==> src/rtl/riscv_wb_pkg.sv <==
// Shared types and constants for the register-file write-back path.
package riscv_wb_pkg;

    localparam int XLEN       = 32;
    localparam int REG_ADDR_W = 5;
    localparam int NREGS      = 2 ** REG_ADDR_W;

    typedef struct packed {
        logic                  valid;
        logic [REG_ADDR_W-1:0] rd;
        logic [XLEN-1:0]       data;
    } wb_req_t;

    typedef enum logic {
        GNT_A = 1'b0,
        GNT_B = 1'b1
    } grant_t;

endpackage

==> src/rtl/regfile_wb_arbiter_if.sv <==
// Bus bundle for the write-back arbiter: two requesters, register-file write
// port, issue reservation handshake and source busy lookups.
interface regfile_wb_arbiter_if;
    import riscv_wb_pkg::*;

    logic                  a_valid;
    logic                  a_ready;
    logic [REG_ADDR_W-1:0] a_rd;
    logic [XLEN-1:0]       a_data;

    logic                  b_valid;
    logic                  b_ready;
    logic [REG_ADDR_W-1:0] b_rd;
    logic [XLEN-1:0]       b_data;

    logic                  rf_regwrite;
    logic [REG_ADDR_W-1:0] rf_rd;
    logic [XLEN-1:0]       rf_wdata;

    logic                  issue_valid;
    logic [REG_ADDR_W-1:0] issue_rd;
    logic                  issue_ready;

    logic [REG_ADDR_W-1:0] rs1;
    logic [REG_ADDR_W-1:0] rs2;
    logic                  busy_rs1;
    logic                  busy_rs2;

    modport master (
        output a_valid, a_rd, a_data,
        output b_valid, b_rd, b_data,
        output issue_valid, issue_rd, rs1, rs2,
        input  a_ready, b_ready,
        input  rf_regwrite, rf_rd, rf_wdata,
        input  issue_ready, busy_rs1, busy_rs2
    );

    modport slave (
        input  a_valid, a_rd, a_data,
        input  b_valid, b_rd, b_data,
        input  issue_valid, issue_rd, rs1, rs2,
        output a_ready, b_ready,
        output rf_regwrite, rf_rd, rf_wdata,
        output issue_ready, busy_rs1, busy_rs2
    );

endinterface

==> src/rtl/rr_arbiter2.sv <==
// Two-requester round-robin grant; last_grant moves only when a grant is
// actually accepted, so an idle cycle does not disturb the fairness order.
module rr_arbiter2
    import riscv_wb_pkg::*;
(
    input  logic clk,
    input  logic rst,
    input  logic req_a,
    input  logic req_b,
    input  logic accept,
    output logic gnt_a,
    output logic gnt_b
);

    grant_t last_grant_reg;

    always_comb begin
        gnt_a = req_a && (!req_b || (last_grant_reg == GNT_B));
        gnt_b = req_b && !gnt_a;
    end

    // Reset to B so A wins the first conflict.
    always_ff @(posedge clk or posedge rst) begin
        if (rst) begin
            last_grant_reg <= GNT_B;
        end else if (accept) begin
            last_grant_reg <= gnt_a ? GNT_A : GNT_B;
        end
    end

endmodule

==> src/rtl/regfile_wb_arbiter.sv <==
// Write-back arbiter for the register file's single write port.
// Optional pending-write scoreboard enabled by REGFILE_WB_SCOREBOARD_EN.
module regfile_wb_arbiter
    import riscv_wb_pkg::*;
(
    input  logic                 clk,
    input  logic                 rst,
    regfile_wb_arbiter_if.slave  bus
);

    wb_req_t req_a;
    wb_req_t req_b;
    wb_req_t win;
    logic    gnt_a;
    logic    gnt_b;
    logic    xfer;

    logic                  rf_regwrite_reg;
    logic [REG_ADDR_W-1:0] rf_rd_reg;
    logic [XLEN-1:0]       rf_wdata_reg;

    always_comb begin
        req_a = '{valid: bus.a_valid, rd: bus.a_rd, data: bus.a_data};
        req_b = '{valid: bus.b_valid, rd: bus.b_rd, data: bus.b_data};
        win   = gnt_a ? req_a : req_b;
        xfer  = gnt_a || gnt_b;
    end

    rr_arbiter2 u_arb (
        .clk    (clk),
        .rst    (rst),
        .req_a  (req_a.valid),
        .req_b  (req_b.valid),
        .accept (xfer),
        .gnt_a  (gnt_a),
        .gnt_b  (gnt_b)
    );

    // Output stage never stalls, so a grant is always a transfer.
    assign bus.a_ready = gnt_a;
    assign bus.b_ready = gnt_b;

    always_ff @(posedge clk or posedge rst) begin
        if (rst) begin
            rf_regwrite_reg <= 1'b0;
            rf_rd_reg       <= '0;
            rf_wdata_reg    <= '0;
        end else if (xfer) begin
            rf_regwrite_reg <= (win.rd != '0);
            rf_rd_reg       <= win.rd;
            rf_wdata_reg    <= win.data;
        end else begin
            rf_regwrite_reg <= 1'b0;
        end
    end

    assign bus.rf_regwrite = rf_regwrite_reg;
    assign bus.rf_rd       = rf_rd_reg;
    assign bus.rf_wdata    = rf_wdata_reg;

`ifdef REGFILE_WB_SCOREBOARD_EN
    logic [NREGS-1:0] pending_reg;
    logic [NREGS-1:0] pending_next;
    logic             issue_fire;

    assign bus.issue_ready = !pending_reg[bus.issue_rd] || (bus.issue_rd == '0);
    assign issue_fire      = bus.issue_valid && bus.issue_ready && (bus.issue_rd != '0);

    // Clear follows the register-file capture edge; a same-edge reservation wins.
    for (genvar gi = 0; gi < NREGS; gi++) begin : g_pending
        assign pending_next[gi] =
            (issue_fire && (bus.issue_rd == REG_ADDR_W'(gi))) ? 1'b1 :
            (rf_regwrite_reg && (rf_rd_reg == REG_ADDR_W'(gi))) ? 1'b0 :
            pending_reg[gi];
    end

    always_ff @(posedge clk or posedge rst) begin
        if (rst) begin
            pending_reg <= '0;
        end else begin
            pending_reg <= pending_next;
        end
    end

    assign bus.busy_rs1 = pending_reg[bus.rs1];
    assign bus.busy_rs2 = pending_reg[bus.rs2];
`else
    wire unused_issue = ^{bus.issue_valid, bus.issue_rd, bus.rs1, bus.rs2};

    assign bus.issue_ready = 1'b1;
    assign bus.busy_rs1    = 1'b0;
    assign bus.busy_rs2    = 1'b0;
`endif

endmodule

==> src/flat_wrapper.sv <==
// flat-port wrapper written by rule: the top's interface ports become plain ports
module regfile_wb_arbiter_flat import riscv_wb_pkg::*;
  (clk, rst, bus_a_valid, bus_a_rd, bus_a_data, bus_b_valid, bus_b_rd, bus_b_data, bus_issue_valid, bus_issue_rd, bus_rs1, bus_rs2, bus_a_ready, bus_b_ready, bus_rf_regwrite, bus_rf_rd, bus_rf_wdata, bus_issue_ready, bus_busy_rs1, bus_busy_rs2);
  regfile_wb_arbiter_if bus_i ();
  input  logic clk;
  input  logic rst;
  input wire logic [$bits(bus_i.a_valid)-1:0] bus_a_valid;
  input wire logic [$bits(bus_i.a_rd)-1:0] bus_a_rd;
  input wire logic [$bits(bus_i.a_data)-1:0] bus_a_data;
  input wire logic [$bits(bus_i.b_valid)-1:0] bus_b_valid;
  input wire logic [$bits(bus_i.b_rd)-1:0] bus_b_rd;
  input wire logic [$bits(bus_i.b_data)-1:0] bus_b_data;
  input wire logic [$bits(bus_i.issue_valid)-1:0] bus_issue_valid;
  input wire logic [$bits(bus_i.issue_rd)-1:0] bus_issue_rd;
  input wire logic [$bits(bus_i.rs1)-1:0] bus_rs1;
  input wire logic [$bits(bus_i.rs2)-1:0] bus_rs2;
  output wire logic [$bits(bus_i.a_ready)-1:0] bus_a_ready;
  output wire logic [$bits(bus_i.b_ready)-1:0] bus_b_ready;
  output wire logic [$bits(bus_i.rf_regwrite)-1:0] bus_rf_regwrite;
  output wire logic [$bits(bus_i.rf_rd)-1:0] bus_rf_rd;
  output wire logic [$bits(bus_i.rf_wdata)-1:0] bus_rf_wdata;
  output wire logic [$bits(bus_i.issue_ready)-1:0] bus_issue_ready;
  output wire logic [$bits(bus_i.busy_rs1)-1:0] bus_busy_rs1;
  output wire logic [$bits(bus_i.busy_rs2)-1:0] bus_busy_rs2;
  assign bus_i.a_valid = bus_a_valid;
  assign bus_i.a_rd = bus_a_rd;
  assign bus_i.a_data = bus_a_data;
  assign bus_i.b_valid = bus_b_valid;
  assign bus_i.b_rd = bus_b_rd;
  assign bus_i.b_data = bus_b_data;
  assign bus_i.issue_valid = bus_issue_valid;
  assign bus_i.issue_rd = bus_issue_rd;
  assign bus_i.rs1 = bus_rs1;
  assign bus_i.rs2 = bus_rs2;
  assign bus_a_ready = bus_i.a_ready;
  assign bus_b_ready = bus_i.b_ready;
  assign bus_rf_regwrite = bus_i.rf_regwrite;
  assign bus_rf_rd = bus_i.rf_rd;
  assign bus_rf_wdata = bus_i.rf_wdata;
  assign bus_issue_ready = bus_i.issue_ready;
  assign bus_busy_rs1 = bus_i.busy_rs1;
  assign bus_busy_rs2 = bus_i.busy_rs2;
  regfile_wb_arbiter u_core (.clk(clk), .rst(rst), .bus(bus_i));
endmodule
==> config.mk <==
export PLATFORM = sky130hd
export DESIGN_NAME = regfile_wb_arbiter_flat
export DESIGN_NICKNAME = d
export VERILOG_FILES = /design/src/rtl/riscv_wb_pkg.sv /design/src/rtl/regfile_wb_arbiter_if.sv /design/src/rtl/rr_arbiter2.sv /design/src/rtl/regfile_wb_arbiter.sv /design/src/flat_wrapper.sv
export SDC_FILE = /design/constraint.sdc
export NUM_CORES = 1
export LEC_CHECK = 0
export BUFFER_PORTS_ARGS = -buffer_cell sky130_fd_sc_hd__buf_4
export CAP_MARGIN = 5
export CORE_MARGIN = 10
export CORE_UTILIZATION = 40
export CTS_CLUSTER_DIAMETER = 200
export DETAILED_ROUTE_END_ITERATION = 10
export PLACE_DENSITY = 0.78
export SLEW_MARGIN = 20
export SYNTH_ARGS = -nofsm -noshare
export SYNTH_HDL_FRONTEND = slang
export SYNTH_SLANG_ARGS = --single-unit
==> constraint.sdc <==
create_clock -name clk -period 1.9 [get_ports clk]
set_clock_uncertainty 0.05 [all_clocks]
set_input_delay 0.38 -clock clk [delete_from_list [all_inputs] [get_ports clk]]
set_output_delay 0.38 -clock clk [all_outputs]
set_load 0.05 [all_outputs]
# Word-level counts from Yosys, hierarchy flattened
# Cells that the tools add are included.
totals:
  reg_bits: 39
  latchBits: 0
  mem_bits_rw: 0
  rom_bits: 0
  n_memories: 0
op_classes:
  add_sub_neg: 0
  multipliers: 0
  div: 0
  order_cmp: 0
  eq_ne: 0
  n_shift: 0
  mux: 3
  bitwise: 0
  reduce_logical: 7
op_table:
  columns: ["operator", "n"]
  rows:
  - ["two-way mux 37 bit", 1]
  - ["nonzero test 5 bit", 1]
  - ["logical AND 1 bit", 2]
  - ["logical NOT 1 bit", 2]
  - ["logical OR 1 bit", 2]
  - ["two-way mux 1 bit", 2]

# Longest topological paths before layout
depth:
  word_depth: 7
  mapped_depth: 5
  mapped_depth_nobuf: 3

# Hierarchy
# From an unflattened synthesis, not the netlist that was laid out.
hier_totals:
  cells_unflattened: 181
  hier_area_um2: 1905.6
by_module_without_submodules:
  columns: ["module", "instances", "cells_per_inst", "area_per_inst_um2", "seq_area_each_um2"]
  rows:
  - ["regfile_wb_arbiter", 1, 174, 1844.3, 950.9]
  - ["rr_arbiter2", 1, 7, 61.3, 26.3]

# Least setup slack after synthesis
# Ideal clock, no wire load.
synth_timing:
  path_type: "reg2out"
  start: "register u_core.u_arb.last_grant_reg"
  end: "output bus_a_ready"
  t_arrival_ns: 1.187
  required_time_ns: 1.470
  slack_ns: 0.283
  stages_incl_launch_ff: 5
  path_buffers: 2
  path_cell_list: "dfstp_2 > o21ai_2 > buf_4 > buf_6 > inv_1"
synth_via:
  elab_chain_cells: 2
synth_lines:
  columns: ["element", "line_no", "rtl"]
  rows:
  - ["start: declaration", "rr_arbiter2.sv:15", "grant_t last_grant_reg;"]
  - ["start signal: assignment", "rr_arbiter2.sv:27", "last_grant_reg <= gnt_a ? GNT_A : GNT_B;"]
  - ["logical OR 1 bit", "rr_arbiter2.sv:18", "gnt_a = req_a && (!req_b || (last_grant_reg == GNT_B));"]
  - ["logical AND 1 bit", "rr_arbiter2.sv:18", null]
  - ["end: declaration", "flat_wrapper.sv:17", "output wire logic [$bits(bus_i.a_ready)-1:0] bus_a_ready;"]
# Every way passes these cells.

# Worst setup path after layout
layout_timing:
  start: "register u_core.u_arb.last_grant_reg"
  end: "output bus_b_ready"
layout_via:
  elab_chain_cells: 4
layout_lines:
  columns: ["element", "line_no", "rtl"]
  rows:
  - ["logical OR 1 bit", "rr_arbiter2.sv:18", null]
  - ["logical AND 1 bit", "rr_arbiter2.sv:18", null]
  - ["logical NOT 1 bit", "rr_arbiter2.sv:19", "gnt_b = req_b && !gnt_a;"]
  - ["logical AND 1 bit", "rr_arbiter2.sv:19", null]
  - ["end: declaration", "flat_wrapper.sv:18", "output wire logic [$bits(bus_i.b_ready)-1:0] bus_b_ready;"]
# Every way passes these cells.

==> metrics <==
status completed; core region area about 4700 sq um; clock-pin slew on the worst setup and hold paths 0.08 ns; DIE WIDTH 89.9 um; Hold Path Class primary input to asynchronous set/reset pin; Setup Fix Bufs, Post-CTS 0; placer congestion estimate about 0.84; Max Buffers Root-to-Sink 2; Syn Inst Count 139; EDFF count, synth 0; TritonRoute pass-1 iters 3; number of synthesis warnings 0; crit end category primary output; Pwr Total 2750 uW; cts hold-fix bufs 0; vias in the first global route around 1700; fin nets ~350; H-tree levels 2; reg2reg start u_core.u_arb.last_grant_reg; Layout Cells excl Fill 328; Power per Cell Area 907 nW/um^2; DR vias 1525; die height 89.9 um; First DRT Iteration DRCs 32; Fmax achieved 604 MHz; max FFs per register 32; predominant post-synthesis flop cell dfrtp_1; Yosys reg bits 39; Synth area leader dfrtp_1; Syn Std Cell Area 1960 sq um; CP Max Fanout 3; top cells by area, synth dfrtp_1, mux2_2, o221a_2, mux2_4, buf_6; CTS tree done; min Tclk post-route 1.66 ns; sequential cell area fraction in the yosys report about half; startpoint types flip-flop; Synth async-reset ratio 100%; Num CTS Buffers 5; count leader, synth mux2_2; average wire per cell in the routed design between 15 and 20 um; Syn-to-layout area delta 54.8%; DRC Markers 0; dpl hpwl 4.61 mm; CTS Root Cell clkbuf_8; list of most frequent post-synthesis cells mux2_2, dfrtp_1, o221a_2, or3_1; CTS Sinks 39; grt total ovfl 0; CP required around 1.5 ns; post_cts resized 0; final setup violation count 0; later-pin clock latency in the skew report 0.28 ns; P_leak 0.00145 uW; die area ~8100 sq um; # placed instances 320; Distinct cells, synth 18; final setup TNS 0 ns; RSZ-0062 raised after global routing false; via/cell ratio 4.65; end-of-flow core utilization approximately 64%; syn avg cell area 14.1 sq um; initial core utilization 41.4%; VDD IR max 429 uV; r2r endpoint u_core.bus.rf_wdata[31]; setup slack, reg-to-reg 0.57 ns; max-slew violations 0; largest net degree at the start of global routing 40; buffers added on ports 117; wire length of the first global-routing pass 8.89 mm; final critical-path share of the clock period 87.2%; total track usage 13.5%; Synth top area share between 40 and 50%; Worst Path Arrival 1.23 ns; final WL 5.68 mm; initial antenna violation count 0; Final Hold Fails 0; # Max-Cap Violations 0; Crit Path Class flip-flop to primary output; row count 25; Antenna diodes 0; path depth of the worst reg2reg path 3; final antenna-violating net count 0; share of cells above drive strength 1 78.2%; Top Ports approximately 140
[report_power, final]
group / internal [uW] / switching (uW)
sequential: 940 / 54.6
clock: 425 / 295
combinational: 430 / 602
[routing by layer]
layer | GRT usage (%) | part of all wire (%) | vias up
li1 | - | - | 737
met1 | 13.3 | 36 | 728
met2 | 26.3 | 57 | 52
met3 | 3.24 | 4.7 | 8
met4 | 5.44 | 1.6 | 0
met5 | 0 | 0 | -
[worst max-delay path, cell delays in order, from the launching register on]
cell	delay (ns)
dfstp_2	0.57
nand2_1	0.07
nand2_1	0.09
inv_1	0.04
buf_4	0.18
[layout make-up]
type	count	area, sq um
Timing Repair Buffer	124	943
Sequential cell	39	977
Fill cell	390	1700
Tap cell	67	83.8
Multi-Input combinational cell	86	891
Clock inverter	2	35.0
Inverter	4	15.0
Clock buffer	6	82.6
[cells by family after synthesis]
| group | Yosys count | synth area share (%) |
|---|---|---|
| other cells | 2 | 0.384 |
| compound gates | 8 | 4.03 |
| buf+inv | 15 | 5.05 |
| flops | 39 | 50.0 |
| simple gates | 11 | 3.14 |
| mux | 64 | 37.4 |
[worst max path at each step]
stage                                      startpoint                      end  slack (ns)
after floorplan           u_core.u_arb.last_grant_reg              bus_a_ready        0.28
after global placement                    bus_b_valid  u_core.bus.rf_wdata[18]        0.25
after detailed placement                  bus_b_valid  u_core.bus.rf_wdata[29]        0.25
after CTS                 u_core.u_arb.last_grant_reg              bus_b_ready        0.23
after global routing      u_core.u_arb.last_grant_reg              bus_b_ready        0.18
final                     u_core.u_arb.last_grant_reg              bus_b_ready        0.24
[layout by cell type (no fill, tap or decap), drive strengths merged]
cell / synthesis / routed
buf: 11 / 124
mux2: 64 / 64
dfrtp: 38 / 38
clkbuf: 0 / 6
or3: 5 / 5
o221a: 5 / 5
inv: 4 / 4
conb: 2 / 3
nand2: 2 / 2
or4: 2 / 2
nor2: 2 / 2
o21ai: 1 / 1
o22ai: 1 / 1
o21a: 1 / 1
clkinv: 0 / 1
bufinv: 0 / 1
dfstp: 1 / 1
[per-stage QoR]
| stage | setup WS [ns] | hold slack, ns | cell area [sq um] |
|---|---|---|---|
| floorplan | 0.283 | 0.469 | 1960 |
| global placement | 0.254 | 0.489 | 2910 |
| detailed placement | 0.245 | 0.493 | 2910 |
| CTS | 0.231 | 0.181 | 3030 |
| global route | 0.176 | 0.212 | 3030 |
| finish | 0.244 | 0.170 | 3030 |
Power figures use the tool's default switching activity.
